[src/rtl/stall_control_if.sv]
// Hazard-unit bundle: pipeline status in,
// stage enables and flushes out.
interface stall_control_if #(
  parameter int WIDTH_DATA_LENGTH = 32
);
  logic [WIDTH_DATA_LENGTH-1:0] Inst;
  logic [1:0] Fw_Detected;
  logic       Br_Detected;
  logic [1:0] Br_result;
  logic       PC_Fetch_EN;
  logic       FE_DE_Reg_EN;
  logic       DE_EX_Reg_EN;
  logic       DE_EX_Reg_RST;
  logic       EX_MEM_Reg_RST;
  logic       Stall_Detected;

  modport master (
    output Inst,
    output Fw_Detected,
    output Br_Detected,
    output Br_result,
    input  PC_Fetch_EN,
    input  FE_DE_Reg_EN,
    input  DE_EX_Reg_EN,
    input  DE_EX_Reg_RST,
    input  EX_MEM_Reg_RST,
    input  Stall_Detected
  );

  modport slave (
    input  Inst,
    input  Fw_Detected,
    input  Br_Detected,
    input  Br_result,
    output PC_Fetch_EN,
    output FE_DE_Reg_EN,
    output DE_EX_Reg_EN,
    output DE_EX_Reg_RST,
    output EX_MEM_Reg_RST,
    output Stall_Detected
  );
endinterface

[src/rtl/stall_control.sv]
// Load-use stall and branch flush control.
// One-cycle stall per hazard, then WB forwarding.
module stall_control #(
  parameter int WIDTH_DATA_LENGTH = 32
) (
  input logic      clk,
  input logic      rst,
  stall_control_if.slave bus
);

  localparam logic [6:0] OP_LOAD = 7'b0000011;

  logic is_load;
  logic hazard;
  logic flush;
  logic stall_done;
  logic sel_rst;
  logic sel_stall;
  logic sel_flush;
  logic unused_bits;

  assign unused_bits = ^{bus.Inst[WIDTH_DATA_LENGTH-1:7],
                         bus.Br_result[1]};

  assign is_load = (bus.Inst[6:0] == OP_LOAD);
  assign hazard  = is_load
                 && (bus.Fw_Detected == 2'b10)
                 && !stall_done;
  assign flush   = bus.Br_Detected && bus.Br_result[0];

  // One-hot selects so the decoder arms never overlap
  assign sel_rst   = rst;
  assign sel_stall = !rst && hazard;
  assign sel_flush = !rst && !hazard && flush;

  always_ff @(posedge clk or posedge rst) begin
    if (rst) begin
      stall_done <= 1'b0;
    end else begin
      stall_done <= hazard;
    end
  end

  always_comb begin
    bus.PC_Fetch_EN    = 1'b1;
    bus.FE_DE_Reg_EN   = 1'b1;
    bus.DE_EX_Reg_EN   = 1'b1;
    bus.DE_EX_Reg_RST  = 1'b0;
    bus.EX_MEM_Reg_RST = 1'b0;
    bus.Stall_Detected = 1'b0;
    unique case (1'b1)
      sel_rst: begin
        bus.PC_Fetch_EN    = 1'b0;
        bus.FE_DE_Reg_EN   = 1'b0;
        bus.DE_EX_Reg_EN   = 1'b0;
        bus.DE_EX_Reg_RST  = 1'b1;
        bus.EX_MEM_Reg_RST = 1'b1;
      end
      sel_stall: begin
        bus.PC_Fetch_EN    = 1'b0;
        bus.FE_DE_Reg_EN   = 1'b0;
        bus.DE_EX_Reg_EN   = 1'b0;
        bus.EX_MEM_Reg_RST = 1'b1;
        bus.Stall_Detected = 1'b1;
      end
      sel_flush: begin
        bus.DE_EX_Reg_RST  = 1'b1;
      end
      default: begin
      end
    endcase
  end

endmodule

[src/flat_wrapper.sv]
// flat-port wrapper written by rule: the top's interface ports become plain ports
module stall_control_flat 
#(
  parameter int WIDTH_DATA_LENGTH = 32
)
  (clk, rst, bus_Inst, bus_Fw_Detected, bus_Br_Detected, bus_Br_result, bus_PC_Fetch_EN, bus_FE_DE_Reg_EN, bus_DE_EX_Reg_EN, bus_DE_EX_Reg_RST, bus_EX_MEM_Reg_RST, bus_Stall_Detected);
  stall_control_if #(.WIDTH_DATA_LENGTH(WIDTH_DATA_LENGTH)) bus_i ();
  input logic clk;
  input logic rst;
  input wire logic [$bits(bus_i.Inst)-1:0] bus_Inst;
  input wire logic [$bits(bus_i.Fw_Detected)-1:0] bus_Fw_Detected;
  input wire logic [$bits(bus_i.Br_Detected)-1:0] bus_Br_Detected;
  input wire logic [$bits(bus_i.Br_result)-1:0] bus_Br_result;
  output wire logic [$bits(bus_i.PC_Fetch_EN)-1:0] bus_PC_Fetch_EN;
  output wire logic [$bits(bus_i.FE_DE_Reg_EN)-1:0] bus_FE_DE_Reg_EN;
  output wire logic [$bits(bus_i.DE_EX_Reg_EN)-1:0] bus_DE_EX_Reg_EN;
  output wire logic [$bits(bus_i.DE_EX_Reg_RST)-1:0] bus_DE_EX_Reg_RST;
  output wire logic [$bits(bus_i.EX_MEM_Reg_RST)-1:0] bus_EX_MEM_Reg_RST;
  output wire logic [$bits(bus_i.Stall_Detected)-1:0] bus_Stall_Detected;
  assign bus_i.Inst = bus_Inst;
  assign bus_i.Fw_Detected = bus_Fw_Detected;
  assign bus_i.Br_Detected = bus_Br_Detected;
  assign bus_i.Br_result = bus_Br_result;
  assign bus_PC_Fetch_EN = bus_i.PC_Fetch_EN;
  assign bus_FE_DE_Reg_EN = bus_i.FE_DE_Reg_EN;
  assign bus_DE_EX_Reg_EN = bus_i.DE_EX_Reg_EN;
  assign bus_DE_EX_Reg_RST = bus_i.DE_EX_Reg_RST;
  assign bus_EX_MEM_Reg_RST = bus_i.EX_MEM_Reg_RST;
  assign bus_Stall_Detected = bus_i.Stall_Detected;
  stall_control #(.WIDTH_DATA_LENGTH(WIDTH_DATA_LENGTH)) u_core (.clk(clk), .rst(rst), .bus(bus_i));
endmodule
[config.mk]
export PLATFORM = sky130hd
export DESIGN_NAME = stall_control_flat
export DESIGN_NICKNAME = d
export VERILOG_FILES = /design/src/rtl/stall_control_if.sv /design/src/rtl/stall_control.sv /design/src/flat_wrapper.sv
export SDC_FILE = /design/constraint.sdc
export NUM_CORES = 1
export LEC_CHECK = 0
export CAP_MARGIN = 15
export CELL_PAD_IN_SITES_DETAIL_PLACEMENT = 0
export CELL_PAD_IN_SITES_GLOBAL_PLACEMENT = 1
export CORE_AREA = 5 5 42 44
export DETAILED_ROUTE_END_ITERATION = 7
export DIE_AREA = 0 0 47 49
export PLACE_DENSITY = 0.95
export SLEW_MARGIN = 20
export SYNTH_ARGS = -nofsm -noshare
export SYNTH_HDL_FRONTEND = slang
export SYNTH_SLANG_ARGS = --single-unit
[constraint.sdc]
create_clock -name clk -period 3.2 [get_ports clk]
set_input_delay 0.96 -clock clk [delete_from_list [all_inputs] [get_ports clk]]
set_output_delay 0.96 -clock clk [all_outputs]
set_load 0.01 [all_outputs]
==> run summary <==
Final Cell Area: 279 um2
CP Cell Sequence: buf_6 > or4_4 > or4_4 > inv_4 > o21ai_2 > buf_2
LEAKAGE: 0.158 nW
Initial Util: 7.05%
DRC errors left: 0
# IOs: 45
fin. max-slew vios: 0
initial antenna violation count: 0
dpl hpwl: 434 um
worst skew pair latency: 0 ns
status: finished, violations left
First-pass DRT Iterations: 1
dpl ws: -0.746 ns
FF+latch count, synth: 1
Die X: 47 um
synth unique cells: 10
setup ws final: -0.0550 ns
combined buffer and inverter count along the critical path: 3
Core Rows: 14
top-area cell type share of the netlist area: 25.3%
CP max-delay cell: or4_4
critical setup path kind: in -> out
netlist area before placement: 98.8 um2
Synth Warn #: 0
DIE HEIGHT: 49 um
gpl congestion: 0.534
Critical Path RT: 2.24 ns
slew margin rel.: 90.3%
layout cell share with drive strength beyond 1: 54.8%
Post-Syn Area per Cell: 7.60 um2
max cap viols: 0
Worst setup SP type: input port
critical path's top delay family: simple AND/OR/NAND/NOR gates
final setup fails: 5
period utilisation layout: 102%
antenna viol nets, final: 0
Worst Hold Class: reg -> reg
Die Footprint: 2300 um2
largest registers: u_core.stall_done x1
vias: 159
diode count: 0
first-pass GRT wire length: 593 um
total track usage: 3.16%
Mapped Cells: 13
failing checks: setup timing
Top reg by flops: u_core.stall_done
clock-pin slew on the worst setup and hold paths: 0 ns
core box area: 1400 um2
Non-Filler Instances: 47
syn_nets: 52
dpl cells: 45
vias in the first global route: 157
Hold Vio Cnt, Final: 0
Largest register FFs: 1
Max Fclk: 0.307 GHz
WHS: 0.877 ns
Avg WL per Cell: 9.98 um
crit path max fanout: 3
top cells by area, synth: dfrtp_1 25%, buf_4 15%, or4_4 11%
P&R area growth vs syn: 182%
VDD IR max: 0.0445 mV
routed vias/inst: 3.38
Setup crit end kind: output pin
WL final: 469 um
placed standard-cell area: 284 um2
sequential area share after synthesis: 25.3%
CP arrival: 2.30 ns
clock period minus worst slack: 3.26 ns
CP max stage delay: 0.51 ns
pwr dens: 127 nW/um2
Total Power: 35.4 uW
most used cell along the critical path: or4_4
GRT overflow: 0
RSZ-0062 raised after global routing: true
Worst Max-Slew Pin Slew: 0.146 ns
clock skew: 0 ns
fin nets: 72
DRT iter0 DRCs: 0
Yosys top cell by area: dfrtp_1
maximum number of pins on one net before global-route repair: 4
Port Buffer Count: 18
[layer usage]
metal  part of all wire, %  vias to the layer above  track usage [%]  routed length, um
li1                      -                       78                -                  -
met1                    26                       65             2.63                121
met2                    36                       16             5.66                167
met3                    38                        0             2.95                180
met4                     0                        0                0                  0
met5                     0                        -                0                  0
[layout make-up]
class / instances / area (um2)
well taps: 16 / 20.0
repair buffers: 20 / 164
flip-flops and latches: 1 / 25.0
inverters: 2 / 10.0
multi-input cells: 8 / 60.1
fillers: 162 / 1120
[where the power goes]
part | leakage (nW) | switching [mW] | internal [mW]
Clock | 0 | 0 | 0
Sequential | 0.0140 | 0.00000629 | 0.0129
Combinational | 0.144 | 0.00773 | 0.0148
Total | 0.158 | 0.00774 | 0.0277
[through the flow]
step	setup TNS, ns	util, %
5_1_grt	-0.379	19.9
2_1_floorplan	0	-
4_1_cts	-0.856	18.8
6_report	-0.218	19.9
3_5_place_dp	-4.37	20.3
3_3_place_gp	-4.27	20.3
[cells by family (layout without fill, tap and decap cells)]
logic type | Yosys count | in the layout | synth area share (%)
flops | 1 | 1 | 25.3
compound gates | 1 | 1 | 8.86
simple gates | 7 | 7 | 43.0
buf+inv | 4 | 22 | 22.8
[tightest hold or removal path, stage by stage (launching register included)]
cell and delay, ns:
dfrtp_1 0.30, nand4b_1 0.11, or4_4 0.15, inv_4 0.04
buf_4 0.12, buf_4 0.12
[synth_stat cells, drive strengths merged]
cell type / n
nand4b: 1
buf: 2
nor2: 2
inv: 2
nand2: 2
dfrtp: 1
or4: 2
o21ai: 1
[cells in the final DEF, fill, tap and decap left out]
| cell | synthesis | routed |
|---|---|---|
| buf_2 | 0 | 8 |
| buf_4 | 2 | 2 |
| buf_6 | 0 | 1 |
| clkdlybuf4s15_1 | 0 | 1 |
| clkdlybuf4s50_1 | 0 | 5 |
| dfrtp_1 | 1 | 1 |
| dlymetal6s2s_1 | 0 | 3 |
| inv_1 | 1 | 1 |
| inv_4 | 0 | 1 |
| nand2_1 | 2 | 2 |
| nand4b_1 | 1 | 1 |
| nor2_2 | 0 | 2 |
| o21ai_2 | 1 | 1 |
| or4_4 | 1 | 2 |
[path summary, 6_finish.rpt]
check / startpoint / endpoint / slack, ns / cells past startpoint
worst min-delay path: u_core.stall_done$_DFF_PP0_ / u_core.stall_done$_DFF_PP0_ / 0.88 / 5
worst max-delay path: bus_Fw_Detected[0] / bus_DE_EX_Reg_RST / -0.06 / 6
max in group asynchronous: rst / u_core.stall_done$_DFF_PP0_ / 1.84 / 2
worst max register to register: u_core.stall_done$_DFF_PP0_ / u_core.stall_done$_DFF_PP0_ / 1.84 / 5
min in group asynchronous: rst / u_core.stall_done$_DFF_PP0_ / 1.23 / 2
worst min register to register: u_core.stall_done$_DFF_PP0_ / u_core.stall_done$_DFF_PP0_ / 0.88 / 5
[timing repair]
item                                    in CTS  in global routing
endpoints found under the setup margin       6                  6
hold buffers                                 0                  0
pin swaps                                    4                  2
gates resized for setup                     40                  3
buffers inserted                             1                  1
Note: power is estimated with default switching activity, not from simulation.
